### src/rtl/sram_port_ctrl.sv
// sram_port_ctrl
//   Request-side controller for one single-port, write-masked SRAM macro with a
//   one-cycle registered read. Turns a valid/ready request channel into RW0_*
//   strobes, captures read data in the only cycle it is valid, and buffers up to
//   two responses against downstream backpressure.
//
//   Optional feature, enabled by defining SRAM_CLEAR_ON_RESET_EN: after reset the
//   whole array is zero-filled (one word per cycle) before any request is taken.
//
// Ports
//   clock, reset          sole clock; synchronous active-high reset
//   req_valid/req_ready   request handshake
//   req_write             1 = write, 0 = read
//   req_addr/wmask/wdata  word address, per-lane write enable, write data
//   resp_valid/ready      read-response handshake
//   resp_rdata            read data, in request order
//   busy                  zero-fill sweep in progress
//   sram_en/wmode/addr/wmask/wdata  to macro RW0_en/wmode/addr/wmask/wdata
//   sram_rdata            from macro RW0_rdata
module sram_port_ctrl #(
  parameter int unsigned ADDR_W = 7,
  parameter int unsigned DATA_W = 84,
  parameter int unsigned MASK_W = 4
) (
  input  logic              clock,
  input  logic              reset,
  input  logic              req_valid,
  output logic              req_ready,
  input  logic              req_write,
  input  logic [ADDR_W-1:0] req_addr,
  input  logic [MASK_W-1:0] req_wmask,
  input  logic [DATA_W-1:0] req_wdata,
  output logic              resp_valid,
  input  logic              resp_ready,
  output logic [DATA_W-1:0] resp_rdata,
  output logic              busy,
  output logic              sram_en,
  output logic              sram_wmode,
  output logic [ADDR_W-1:0] sram_addr,
  output logic [MASK_W-1:0] sram_wmask,
  output logic [DATA_W-1:0] sram_wdata,
  input  logic [DATA_W-1:0] sram_rdata
);

  logic run;
  logic accept;

`ifdef SRAM_CLEAR_ON_RESET_EN
  typedef enum logic [0:0] {StClear, StRun} state_e;

  state_e            state_q;
  logic [ADDR_W-1:0] sweep_q;
  logic              busy_q;

  always_ff @(posedge clock) begin
    if (reset) begin
      state_q <= StClear;
      sweep_q <= '0;
      busy_q  <= 1'b1;
    end else begin
      case (state_q)
        StClear: begin
          sweep_q <= sweep_q + 1'b1;
          if (&sweep_q) begin
            state_q <= StRun;
            busy_q  <= 1'b0;
          end
        end
        StRun: begin
          state_q <= StRun;
        end
        default: begin
          state_q <= StClear;
        end
      endcase
    end
  end

  assign run  = (state_q == StRun);
  assign busy = busy_q;
`else
  assign run  = 1'b1;
  assign busy = 1'b0;
`endif

  // Response buffer: two entries, pointers toggle between them.
  logic [DATA_W-1:0] fifo_mem_q [2];
  logic              fifo_rd_q;
  logic              fifo_wr_q;
  logic [1:0]        fifo_cnt_q;
  logic              inflight_q;
  logic              fifo_empty;
  logic              push;
  logic              pop;
  logic [1:0]        used;

  assign fifo_empty = (fifo_cnt_q == 2'd0);
  // Credits cover both buffered data and the read whose data lands next cycle.
  assign used       = fifo_cnt_q + {1'b0, inflight_q};
  assign req_ready  = run && !reset && (used < 2'd2);
  assign accept     = req_valid && req_ready;

  // Fresh macro data is only valid this cycle: deliver it or bank it.
  assign resp_valid = !reset && (!fifo_empty || inflight_q);
  assign resp_rdata = fifo_empty ? sram_rdata : fifo_mem_q[fifo_rd_q];
  assign pop        = !fifo_empty && resp_ready;
  assign push       = inflight_q && !(fifo_empty && resp_ready);

  always_comb begin
    sram_en    = 1'b0;
    sram_wmode = 1'b0;
    sram_addr  = req_addr;
    sram_wmask = req_wmask;
    sram_wdata = req_wdata;
`ifdef SRAM_CLEAR_ON_RESET_EN
    if (!run) begin
      sram_en    = !reset;
      sram_wmode = 1'b1;
      sram_addr  = sweep_q;
      sram_wmask = '1;
      sram_wdata = '0;
    end else
`endif
    if (accept) begin
      sram_en    = 1'b1;
      sram_wmode = req_write;
    end
  end

  always_ff @(posedge clock) begin
    if (reset) begin
      inflight_q <= 1'b0;
      fifo_rd_q  <= 1'b0;
      fifo_wr_q  <= 1'b0;
      fifo_cnt_q <= 2'd0;
    end else begin
      inflight_q <= accept && !req_write;
      if (push) fifo_wr_q <= ~fifo_wr_q;
      if (pop)  fifo_rd_q <= ~fifo_rd_q;
      case ({push, pop})
        2'b10:   fifo_cnt_q <= fifo_cnt_q + 2'd1;
        2'b01:   fifo_cnt_q <= fifo_cnt_q - 2'd1;
        default: fifo_cnt_q <= fifo_cnt_q;
      endcase
    end
  end

  always_ff @(posedge clock) begin
    if (push) fifo_mem_q[fifo_wr_q] <= sram_rdata;
  end

endmodule

### config.mk
export PLATFORM = sky130hd
export DESIGN_NAME = sram_port_ctrl
export DESIGN_NICKNAME = d
export VERILOG_FILES = /design/src/rtl/sram_port_ctrl.sv
export SDC_FILE = /design/constraint.sdc
export NUM_CORES = 1
export LEC_CHECK = 0
export CAP_MARGIN = 25
export CORE_MARGIN = 2
export CORE_UTILIZATION = 42
export DETAILED_ROUTE_END_ITERATION = 7
export GPL_ROUTABILITY_DRIVEN = 0
export PLACE_DENSITY = 0.82
export SETUP_SLACK_MARGIN = 0.1
export SLEW_MARGIN = 20
export SYNTH_ARGS = -nofsm -noshare
export SYNTH_HDL_FRONTEND = slang
export SYNTH_SLANG_ARGS = --single-unit
### constraint.sdc
create_clock -name clock -period 6.5 [get_ports clock]
set_input_delay 1.95 -clock clock [delete_from_list [all_inputs] [get_ports clock]]
set_output_delay 1.95 -clock clock [all_outputs]
set_load 0.01 [all_outputs]
==> flow_summary_export.csv <==
group,metric,value,unit
run_status,status,"complete, no violations",
finish,multiInputGateArea,2040,sq um
drt,drtPass1Iterations,4,
drt,drt_iter0_markers,220,
timing,slew_viol_final,0,
drt,drc_errors,0,
drt,routed-wl-met3,1.07,mm
die,io_pins,368,
drt,via_per_inst,4.76,
die,core_area,18900,sq um
power_and_ir_drop,leakagePower,3.14,nW
die,row_count,50,
cts,cts_hold_buf,0,
finish,layout.cells.most_common_list,"clkdlybuf4s50_1 (176), edfxtp_1 (168), mux2i_1 (84)",
timing,hold_viol_final,0,
cts,ctsResizeCount,0,
timing,worst_pin_slew,766,ps
drt,wl_met1,6.40,mm
timing,fin_worst_skew,11.8,ps
drt,top_layer,"met4",
setup_path,cp_slowest_stage_delay,560,ps
die,die_area,20600,sq um
cts,numCtsBuffers,17,
timing,tns,0,ps
power_and_ir_drop,p_per_area,298,nW/um^2
setup_path,crit_chain,"clkdlybuf4s50_1 > nand2b_1 > nor3_1 > and2_1 > clkdlybuf4s50_1",
hold_path,hp-start,"fifo_rd_q",
finish,register_area,5170,sq um
synthesis,netlist_area,8160,sq um
synthesis,synth_area_per_cell,14.0,sq um
setup_path,crit_type,"primary input to output pin",
cts,clk_transition_reported_paths,70,ps
finish,final_common_cell,"clkdlybuf4s50_1",
cts,numClockSinks,174,
finish,drive_gt1_share,18.3,%
setup_path,cp_common_cell,"clkdlybuf4s50_1",
synthesis,yosysUniqueCellTypes,28,
placement,place_hpwl,9.54,mm
placement,portBuffers,176,
setup_path,startpoint_type,"primary input",
timing,rsz0062_at_grt,"false",
timing,fmax,181,MHz
timing,fin_crit_sh,85.2,%
drt,drtAntennaViolNets,0,
cts,cts_tree,"yes",
finish,fill_cells,1632,
placement,dpl_worst_slack,959,ps
cts,clk_latency,410,ps
finish,diodes,0,
flow_run,maxCapViolCount,0,
synthesis,ys_ff_latch,174,
cts,cts.path.max_buffers,2,
setup_path,r2r-start,"fifo_cnt_q[0]",
grt,grt.overflow.total,0,
setup_path,cp.required,4550,ps
timing,relSlewSlack,48.9,%
finish,area_delta_synth_final,22.2,%
grt,first_global_vias,4505,
die,start_util,43.2,%
synthesis,synth_top_area_share,61.8,%
timing,whs,520,ps
setup_path,end_kind,"output pin",
synthesis,synth_warnings,0,
timing,fin_ws,964,ps
drt,avgRoutedWirePerCell,16.1,microns
drt,wirelength,15.0,mm
drt,dr_wl_met2,7.09,mm
synthesis,seq_area_frac_synth,63.3,%
finish,nets,845,
cts,post_cts_buffers,0,
power_and_ir_drop,ir_worst_vdd,184,uV
finish,fin_area,9970,sq um
setup_path,cp.arrival,3590,ps
drt,via_count,4439,
synthesis,synthCells,584,
placement,placed_area,9380,sq um
synthesis,syn_nets,769,
setup_path,cp_slowest_cell,"clkdlybuf4s50_1",
synthesis,yosys.area.top_type,"edfxtp_1",
grt,grt_pass1_wl,23.2,mm
grt,grt_usage,14.7,%
grt,grt_start_max_net_pins,95,
cts,root_buffer,"clkbuf_16",
hold_path,hp-class,"flip-flop to flip-flop",
timing,timing.final.crit_period,5540,ps
timing,setup_viol,0,
synthesis,synth.area.top_cells,"edfxtp_1 (62%), mux2i_1 (10%), buf_4 (8.9%)",
setup_path,path_max_fanout,9,
cts,cts_max_level,4,
die,chipHeight,143,microns
grt,antenna_found_initial,0,
setup_path,crit_start,"reset",
power_and_ir_drop,power,2.97,mW
die,fp.dieW,143,microns
## final cells by class
class | count | area share [%]
Clock buffer | 18 | 4.30
Inverter | 3 | 0.113
Tap cell | 260 | 3.26
Clock inverter | 13 | 1.61
Sequential cell | 174 | 51.8
Multi-Input combinational cell | 281 | 20.4
Timing Repair Buffer | 183 | 18.4
## kinds of logic after synthesis
kind of cell / Yosys count / share of synthesized area, %
other: 1 / 0.0459
and+or+nand+nor: 102 / 5.70
adders and majority gates: 1 / 0.153
AOI/OAI and AO/OA: 89 / 8.11
DFF: 174 / 63.3
muxes: 85 / 10.4
buffers and inverters: 129 / 11.9
xor gates and xnor gates: 3 / 0.322
## metal layers
layer | track usage [%] | up-vias
met3 | 5.53 | 43
li1 | - | 2149
met5 | 0 | -
met2 | 22.9 | 169
met1 | 18.0 | 2078
met4 | 7.22 | 0
## registers in the layout, summed over array words and instances (netlist names), named ones only
| register | count |
|---|---|
| inflight_q | 1 |
| fifo_cnt_q | 2 |
| fifo_wr_q | 1 |
| fifo_mem_q | 168 |
| fifo_rd_q | 1 |
## stage by stage
stage	utilization [%]	std cells
after detailed placement	49.7	901
after global routing	52.8	932
after floorplan	-	584
after CTS	52.8	932
after global placement	49.7	901
final	52.8	932
## where the power goes
group          leakage (nW)  switching (mW)  internal (mW)
clock                 0.287           0.418          0.605
combinational          1.29           0.324          0.348
sequential             1.57          0.0231           1.25
## worst paths after layout
check	slack (ps)	cells past startpoint	end
max reg2reg	4470	4	fifo_mem_q[1][50]
min	520	2	fifo_rd_q
max	960	5	sram_wmode
min reg2reg	520	2	fifo_rd_q
## Yosys cell counts, drive strengths merged
cell    number
xnor2        1
ha           1
a21oi       85
a21boi       1
dfxtp        6
nor2        94
and2         1
o21ai        3
or3          1
edfxtp     168
nand2b       1
and3b        1
buf        125
nor3         2
xor2         2
or2          2
inv          3
clkbuf       1
mux2         1
mux2i       84
conb         1
## worst max-delay path, delay by kind of cell
kind | cells | cell delay, ps
buf+inv | 2 | 1090
simple gates | 3 | 550
No activity file was read; power rests on OpenSTA's default activity.
